### src/rtl/trap_queue_if.sv
// Trap queue handshake bundle: trap requests in, pending vector and issue/ack out.
// Latency: pure wiring, no storage.
// Backpressure: none here; the req/ack pair carries the flow control.
// Optional overflow reporting is built only when TRAP_QUEUE_OVF_EN is defined.
interface trap_queue_if #(
    parameter int NUM_TRAPS = 6,
    parameter int TT_W      = 3
);
    logic [NUM_TRAPS-1:0] trap_set;
    logic                 trap_en;
    logic                 flush;
    logic                 ack;
    logic [TT_W-1:0]      ack_tt;
    logic [NUM_TRAPS-1:0] tq_pending;
    logic                 trap_req;
    logic [TT_W-1:0]      trap_tt;
    logic                 error_mode;
    logic                 ack_err;
`ifdef TRAP_QUEUE_OVF_EN
    logic                 ovf;
    logic [7:0]           ovf_cnt;
`endif

    // Pipeline / control-unit side
    modport master (
        output trap_set, trap_en, flush, ack, ack_tt,
        input  tq_pending, trap_req, trap_tt, error_mode, ack_err
`ifdef TRAP_QUEUE_OVF_EN
        , input ovf, ovf_cnt
`endif
    );

    // Trap queue side
    modport slave (
        input  trap_set, trap_en, flush, ack, ack_tt,
        output tq_pending, trap_req, trap_tt, error_mode, ack_err
`ifdef TRAP_QUEUE_OVF_EN
        , output ovf, ovf_cnt
`endif
    );
endinterface

### src/rtl/trap_queue.sv
// Pending-trap register plus issue sequencer presenting the highest-priority trap (bit 0 first).
// Latency: trap_set -> tq_pending 1 cycle, -> trap_req 2 cycles; ack -> clear/req drop 1 cycle.
// Backpressure: a presented trap is held (tt stable) until acked with a matching tt; new traps keep accumulating.
// Optional: TRAP_QUEUE_OVF_EN adds sticky ovf and a saturating 8-bit ovf_cnt for re-set of pending bits.
module trap_queue #(
    parameter int NUM_TRAPS = 6,
    parameter int TT_W      = 3
) (
    input  logic        clk,
    input  logic        rst_n,
    trap_queue_if.slave tq
);

    typedef enum logic [1:0] {
        IDLE  = 2'd0,
        REQ   = 2'd1,
        ERROR = 2'd2
    } state_t;

    state_t               state_q;
    logic [NUM_TRAPS-1:0] pending_q;
    logic [NUM_TRAPS-1:0] pending_d;
    logic [NUM_TRAPS-1:0] clr_mask;
    logic                 trap_req_q;
    logic [TT_W-1:0]      trap_tt_q;
    logic                 error_mode_q;
    logic                 ack_err_q;
    logic                 flush_eff;
    logic                 ack_match;

    // Lowest set index wins, matching the downstream tt encoder.
    function automatic logic [TT_W-1:0] prio_enc(input logic [NUM_TRAPS-1:0] v);
        logic [TT_W-1:0] r;
        r = '0;
        for (int i = NUM_TRAPS - 1; i >= 0; i--) begin
            if (v[i]) r = TT_W'(i);
        end
        return r;
    endfunction

    // Flush is not an escape from ERROR: only reset leaves it, so flush is masked there.
    assign flush_eff = tq.flush && (state_q != ERROR);
    // An out-of-range ack_tt can never equal trap_tt, so it falls out as a mismatch.
    assign ack_match = (state_q == REQ) && tq.ack && !flush_eff && (tq.ack_tt == trap_tt_q);

    // Decode the honoured ack type to a one-hot clear mask and form the next pending vector.
    always_comb begin
        clr_mask = '0;
        for (int i = 0; i < NUM_TRAPS; i++) begin
            clr_mask[i] = ack_match && (tq.ack_tt == TT_W'(i));
        end
        // Set after clear: a bit re-raised in the ack cycle stays pending.
        if (flush_eff) pending_d = '0;
        else           pending_d = (pending_q & ~clr_mask) | tq.trap_set;
    end

    // Pending trap register.
    always_ff @(posedge clk or negedge rst_n) begin
        if (!rst_n) pending_q <= '0;
        else        pending_q <= pending_d;
    end

    // Issue FSM with registered req/tt/error/ack_err outputs.
    always_ff @(posedge clk or negedge rst_n) begin
        if (!rst_n) begin
            state_q      <= IDLE;
            trap_req_q   <= 1'b0;
            trap_tt_q    <= '0;
            error_mode_q <= 1'b0;
            ack_err_q    <= 1'b0;
        end else begin
            ack_err_q <= 1'b0;
            if (flush_eff) begin
                state_q    <= IDLE;
                trap_req_q <= 1'b0;
            end else begin
                case (state_q)
                    IDLE: begin
                        // tt is taken from the registered vector, so a trap is never
                        // presented before it is visible on tq_pending.
                        if (tq.trap_en && (|pending_q)) begin
                            state_q    <= REQ;
                            trap_req_q <= 1'b1;
                            trap_tt_q  <= prio_enc(pending_q);
                        end else if (!tq.trap_en && (|tq.trap_set)) begin
                            state_q      <= ERROR;
                            error_mode_q <= 1'b1;
                        end
                    end
                    REQ: begin
                        // Late higher-priority traps only land in pending; tt is frozen here.
                        if (tq.ack) begin
                            if (ack_match) begin
                                state_q    <= IDLE;
                                trap_req_q <= 1'b0;
                            end else begin
                                ack_err_q <= 1'b1;
                            end
                        end
                    end
                    ERROR: begin
                        error_mode_q <= 1'b1;
                        trap_req_q   <= 1'b0;
                    end
                    default: begin
                        state_q    <= IDLE;
                        trap_req_q <= 1'b0;
                    end
                endcase
            end
        end
    end

    assign tq.tq_pending = pending_q;
    assign tq.trap_req   = trap_req_q;
    assign tq.trap_tt    = trap_tt_q;
    assign tq.error_mode = error_mode_q;
    assign tq.ack_err    = ack_err_q;

`ifdef TRAP_QUEUE_OVF_EN
    logic       ovf_q;
    logic [7:0] ovf_cnt_q;
    logic       ovf_hit;

    // A set landing on a bit that is pending and not being cleared this cycle is lost.
    assign ovf_hit = !flush_eff && (|(tq.trap_set & pending_q & ~clr_mask));

    // Sticky overflow flag and saturating overflow counter.
    always_ff @(posedge clk or negedge rst_n) begin
        if (!rst_n) begin
            ovf_q     <= 1'b0;
            ovf_cnt_q <= 8'd0;
        end else if (flush_eff) begin
            ovf_q     <= 1'b0;
            ovf_cnt_q <= 8'd0;
        end else if (ovf_hit) begin
            ovf_q <= 1'b1;
            if (ovf_cnt_q != 8'hFF) ovf_cnt_q <= ovf_cnt_q + 8'd1;
        end
    end

    assign tq.ovf     = ovf_q;
    assign tq.ovf_cnt = ovf_cnt_q;
`endif

endmodule

### src/flat_wrapper.sv
// flat-port wrapper written by rule: the top's interface ports become plain ports
module trap_queue_flat 
#(
    parameter int NUM_TRAPS = 6,
    parameter int TT_W      = 3
)
  (clk, rst_n, tq_trap_set, tq_trap_en, tq_flush, tq_ack, tq_ack_tt, tq_tq_pending, tq_trap_req, tq_trap_tt, tq_error_mode, tq_ack_err);
  trap_queue_if #(.NUM_TRAPS(NUM_TRAPS), .TT_W(TT_W)) tq_i ();
  input  logic clk;
  input  logic rst_n;
  input wire logic [$bits(tq_i.trap_set)-1:0] tq_trap_set;
  input wire logic [$bits(tq_i.trap_en)-1:0] tq_trap_en;
  input wire logic [$bits(tq_i.flush)-1:0] tq_flush;
  input wire logic [$bits(tq_i.ack)-1:0] tq_ack;
  input wire logic [$bits(tq_i.ack_tt)-1:0] tq_ack_tt;
  output wire logic [$bits(tq_i.tq_pending)-1:0] tq_tq_pending;
  output wire logic [$bits(tq_i.trap_req)-1:0] tq_trap_req;
  output wire logic [$bits(tq_i.trap_tt)-1:0] tq_trap_tt;
  output wire logic [$bits(tq_i.error_mode)-1:0] tq_error_mode;
  output wire logic [$bits(tq_i.ack_err)-1:0] tq_ack_err;
  assign tq_i.trap_set = tq_trap_set;
  assign tq_i.trap_en = tq_trap_en;
  assign tq_i.flush = tq_flush;
  assign tq_i.ack = tq_ack;
  assign tq_i.ack_tt = tq_ack_tt;
  assign tq_tq_pending = tq_i.tq_pending;
  assign tq_trap_req = tq_i.trap_req;
  assign tq_trap_tt = tq_i.trap_tt;
  assign tq_error_mode = tq_i.error_mode;
  assign tq_ack_err = tq_i.ack_err;
  trap_queue #(.NUM_TRAPS(NUM_TRAPS), .TT_W(TT_W)) u_core (.clk(clk), .rst_n(rst_n), .tq(tq_i));
endmodule
### config.mk
export PLATFORM = sky130hd
export DESIGN_NAME = trap_queue_flat
export DESIGN_NICKNAME = d
export VERILOG_FILES = /design/src/rtl/trap_queue_if.sv /design/src/rtl/trap_queue.sv /design/src/flat_wrapper.sv
export SDC_FILE = /design/constraint.sdc
export NUM_CORES = 1
export LEC_CHECK = 0
export ABC_AREA = 1
export CAP_MARGIN = 20
export CORE_MARGIN = 2
export CORE_UTILIZATION = 44
export DETAILED_ROUTE_END_ITERATION = 6
export GPL_TIMING_DRIVEN = 1
export HOLD_SLACK_MARGIN = 0.06
export PLACE_DENSITY = 0.8
export SLEW_MARGIN = 20
export SYNTH_ARGS = -nofsm -noshare
export SYNTH_HDL_FRONTEND = slang
export SYNTH_SLANG_ARGS = --single-unit
### constraint.sdc
create_clock -name clk -period 1.3 [get_ports clk]
set_clock_uncertainty 0.05 [all_clocks]
set_input_delay 0.26 -clock clk [delete_from_list [all_inputs] [get_ports clk]]
set_output_delay 0.26 -clock clk [all_outputs]
set_load 0.005 [all_outputs]
# Word-level counts from Yosys, hierarchy flattened
# Cells that the tools add are included.
# totals
wordCells	74
register_bits	14
input_bits	14
out_inout_bits	12
# op_classes
n_mux	25
n_bitwise	4
eq_ne	16
reduce_logical	23
# ops
operator	count
two-way mux 3 bit	6
logical AND 1 bit	12
OR reduction 6 bit	2
two-way mux 1 bit	10
two-way mux 2 bit	5
AND reduction 4 bit	2
bitwise AND 6 bit	1
== test 3 x 2 -> 1 bit, second input constant	2
== test 3 bit, second input constant	2
two-way mux 6 bit	1
inequality test 3 x 1 -> 1 bit, second input constant	2
NOT 6 bit	1
OR 6 bit	1
case mux 2 bit (3 select lines)	1
AND reduction 3 bit	2
inequality test 2 x 1 -> 1 bit, second input constant	2
inequality test 2 bit, second input constant	2
inequality test 4 x 1 -> 1 bit, second input constant	1
case mux 1 bit (2 select lines)	2
== test 3 x 1 -> 1 bit, second input constant	1
== test 3 bit	1
zero test 3 bit	1
inequality test 3 x 2 -> 1 bit, second input constant	1
== test 2 x 1 -> 1 bit, second input constant	1
5 further kinds	6

# Depth between registers and ports, before layout
# logic_depth
depth_word	10
depth_mapped	9
mapped_depth_nobuf	9

# Worst setup path before layout
# OpenSTA, ideal clock, no wires.
# synth_path
path_type	register to register
from	register u_core.trap_tt_q[2], in the netlist u_core.tq.trap_tt[2]
to	register u_core.trap_req_q, in the netlist u_core.tq.trap_req
t_required_ns	1.130
path_buffers	0
path_slack_ns	0.121
arrival_time_ns	1.009
period_less_slack_ns	1.179
setup_time_ns	0.120
stages_incl_launch_ff	7
cell_sequence	dfrtp_1 xnor2_2 nand3_2 nand2_1 nand2_1 nand2_1 nand2_1
# synth_via
elab_chain_len	4
# synth_rtl
item	line_no	source
start, declared	trap_queue.sv:25	logic [TT_W-1:0] trap_tt_q;
start signal, assigned	trap_queue.sv:84	trap_tt_q <= prio_enc(pending_q);
== test 3 bit	trap_queue.sv:44	assign ack_match = (state_q == REQ) && tq.ack && !flush_eff && (tq.ack_tt == trap_tt_q);
logical AND 1 bit	trap_queue.sv:44	
inequality test 3 x 1 -> 1 bit (no source line)	-	
AND reduction 3 bit (no source line)	-	
end signal, assigned	trap_queue.sv:67	trap_req_q <= 1'b0;
end signal, assigned	trap_queue.sv:75	trap_req_q <= 1'b0;
end signal, assigned	trap_queue.sv:83	trap_req_q <= 1'b1;
end, declared	trap_queue.sv:24	logic trap_req_q;
# No other way between the ends.
# A chain may end at the register's enable or synchronous reset.

# Worst setup path in the final report
# layout_path
from	register u_core.state_q[1]
to	register u_core.trap_req_q, in the netlist u_core.tq.trap_req
# layout_via
elab_chain_len	7
word_cells_on_any_way	14
cone_classes	eq/ne (5); mux (2); reduce/logical (7)
# layout_rtl
item	line_no	source
start, declared	trap_queue.sv:20	state_t state_q;
start signal, assigned	trap_queue.sv:66	state_q <= IDLE;
start signal, assigned	trap_queue.sv:74	state_q <= IDLE;
start signal, assigned	trap_queue.sv:82	state_q <= REQ;
inequality test 2 bit	trap_queue.sv:42	assign flush_eff = tq.flush && (state_q != ERROR);
logical AND 1 bit	trap_queue.sv:42	
zero test 1 bit	trap_queue.sv:44	
logical AND 1 bit (2 in series)	trap_queue.sv:44	
inequality test 3 x 1 -> 1 bit (no source line)	-	
AND reduction 3 bit (no source line)	-	
# Several ways; a longest one is shown, not always the timed one.

==> results.ini <==
[timing]
fin_crit_sh=1.02
hold_violations=0
rsz0062_at_grt=yes
fin_crit_ps=1320
setup_slack_ps=-22.8
tightest_slew_ps=256
final-max-slew-violation-count=0
fmax_ghz=0.756
max-slew-margin-rel=0.829
report.final.setup_viol=7
tns_ps=-89.0

[setup_path]
cpMostUsedCell=nand2_1
path_cells=inv_2 -> nand3_4 -> nor2_4 -> nand3_2 -> nand2_2 -> nand2_1 -> nand2_1 -> nand2_1
cp_slowest_cell=dfrtp_1
critical_path.max_fanout=8
slowest_delay_ps=430
cp.required_ps=1430
worstSetupPathType=reg -> reg
arrival_ps=1460
startpoint_type=flip-flop
endpoint_kind=flip-flop

[synthesis]
avgSynthCellArea_sq_um=7.31
synth_cells=110
ys_types=15
syn_area_sq_um=805
synth_nets=124
ys_warn_count=0
ys_seq_elements=14
synth_top_area_cell=dfrtp_1
synth_area_leaders=dfrtp_1 44%, nand2_1 14%, inv_1 8.9%, nor2_1 6.1%, nand4_1 4.7%
synth_seq_area_share=0.435
synth.top_cell.area_share=0.435

[placement]
dp_cells=171
gp_congestion=0.836
port_buffers=25
hpwl_um=1470

[floorplan]
start_util=0.466
coreArea_sq_um=1730
row_count=15
ios=26
die_w_um=46.8
die-height_um=46.8
die_area_sq_um=2190

[clock_tree]
cts_buffers=3
h-tree-depth=1
cts-root-buf=clkbuf_4
cts_num_sinks=14
clk_path_buf_depth=2
worstSkewPairLatency_ps=280
cts.clk_slew.worst_paths_ps=90
cts_tree=yes
cts_hold_buf=0

[cells_and_area]
fillers=120
diodes=0
drive_above_1_share=0.306
layout.nets=176
final_cells=185
area_growth_pct=68.0

[drt]
routed_via_density=5.04
drc=0
postRouteAntennaNets=0
drt-pass1-iter-count=4
dr_total_vias=933
wirelength_um=2370
wl_per_cell_um=12.8
drt_iter0_drc=31

[grt]
grt_pass1_vias=823
grt_max_degree=15
grt_usage=0.234
antenna_found_initial=0
grt_pass1_wl_um=3550
overflow=0

[run_status]
violations=setup timing
status=finished with violations

[power_and_ir_drop]
vdd_drop_max_v=0.000932
p_per_area_nw_per_um2=1360
leakagePower_nw=0.706
total_power_w=0.00184

[hold_path]
hp-class=in -> async

[flow_run]
max_cap_viol_count=0

-- report_power, final --
group / total, W / switching (W) / internal (W) / leakage (nW)
Combinational: 0.000949 / 0.000478 / 0.000471 / 0.518
Sequential: 0.000634 / 0.0000943 / 0.000539 / 0.174
Clock: 0.000254 / 0.000147 / 0.000108 / 0.0138
Total: 0.00184 / 0.000719 / 0.00112 / 0.706
-- worst max-delay path: cells and delay by family, from the launching register on --
kind	cells	cell delay, ps
and+or+nand+nor	7	620
buffers and inverters	1	110
DFF	1	430
-- cell usage in the layout, fill, tap and decap left out, types with 5 or more instances in the layout --
cell	count
dlygate4sd2_1	12
a21oi_1	5
nand4_1	6
inv_1	16
buf_4	19
nand2_1	24
clkdlybuf4s50_1	9
nand2_2	7
dfrtp_1	14
nor2_1	9
-- sequential cells by signal, summed over array words and instances, names as in the netlist --
name and cells:
u_core.tq.error_mode 1, u_core.tq.tq_pending 6, u_core.state_q 2, u_core.tq.ack_err 1, u_core.tq.trap_req 1, u_core.tq.trap_tt 3
-- logic make-up after synthesis --
group / after synthesis / share of synthesized area
flip-flops: 14 / 0.435
buffers and inverters: 20 / 0.0933
AND/OR/NAND/NOR: 61 / 0.355
XOR/XNOR: 1 / 0.0202
AO/OA/AOI/OAI: 14 / 0.0964
-- metal layers --
layer  global-route usage  part of all wire
met2                0.405              0.50
met1                0.303              0.41
met5                    0                 0
met4               0.0833             0.036
met3               0.0231             0.051
-- synthesized netlist by cell type (all sizes together) --
master and count:
nand2 31, dfrtp 14, nand4 6, nand3 5, a21oi 7, xnor2 1, inv 20, nor3 4
o21ai 4, o21bai 1, nor2 15, o31ai 2
-- what timing repair did --
item | CTS | global route
setup buffers | 9 | 2
resized for setup | 24 | 20
pin swaps | 5 | 8
setup endpoints to repair | 15 | 13
-- worst paths after layout --
path                                 startpoint                   end  slack [ps]  depth (start not counted)
max reg2reg                   u_core.state_q[1]    u_core.tq.trap_req         -20                          8
min reg2reg                u_core.tq.error_mode  u_core.tq.error_mode         420                          2
max                           u_core.state_q[1]    u_core.tq.trap_req         -20                          8
max in group asynchronous                 rst_n  u_core.tq.trap_tt[1]         800                          2
min in group clk                       tq_flush  u_core.tq.error_mode         360                          3
min                                       rst_n    u_core.tq.trap_req         220                          2
-- per-stage QoR --
step | hold slack, ps | utilization | worst slack, ps | instance area [sq um]
CTS | 237 | 0.740 | 4.70 | 1280
global route | 257 | 0.783 | -108 | 1350
global placement | 409 | 0.677 | -268 | 1170
detailed placement | 411 | 0.677 | -325 | 1170
floorplan | -85.6 | - | 121 | 805
finish | 223 | 0.783 | -22.8 | 1350
-- final cells by class --
cell class / instances / area (sq um) / area share
inverter: 20 / 75.1 / 0.0556
sequential: 14 / 350 / 0.259
clock buffer: 3 / 22.5 / 0.0167
timing repair buffer: 47 / 417 / 0.308
multi-input combinational: 76 / 455 / 0.337
tap: 25 / 31.3 / 0.0231
Note: power is estimated with default switching activity, not from simulation.
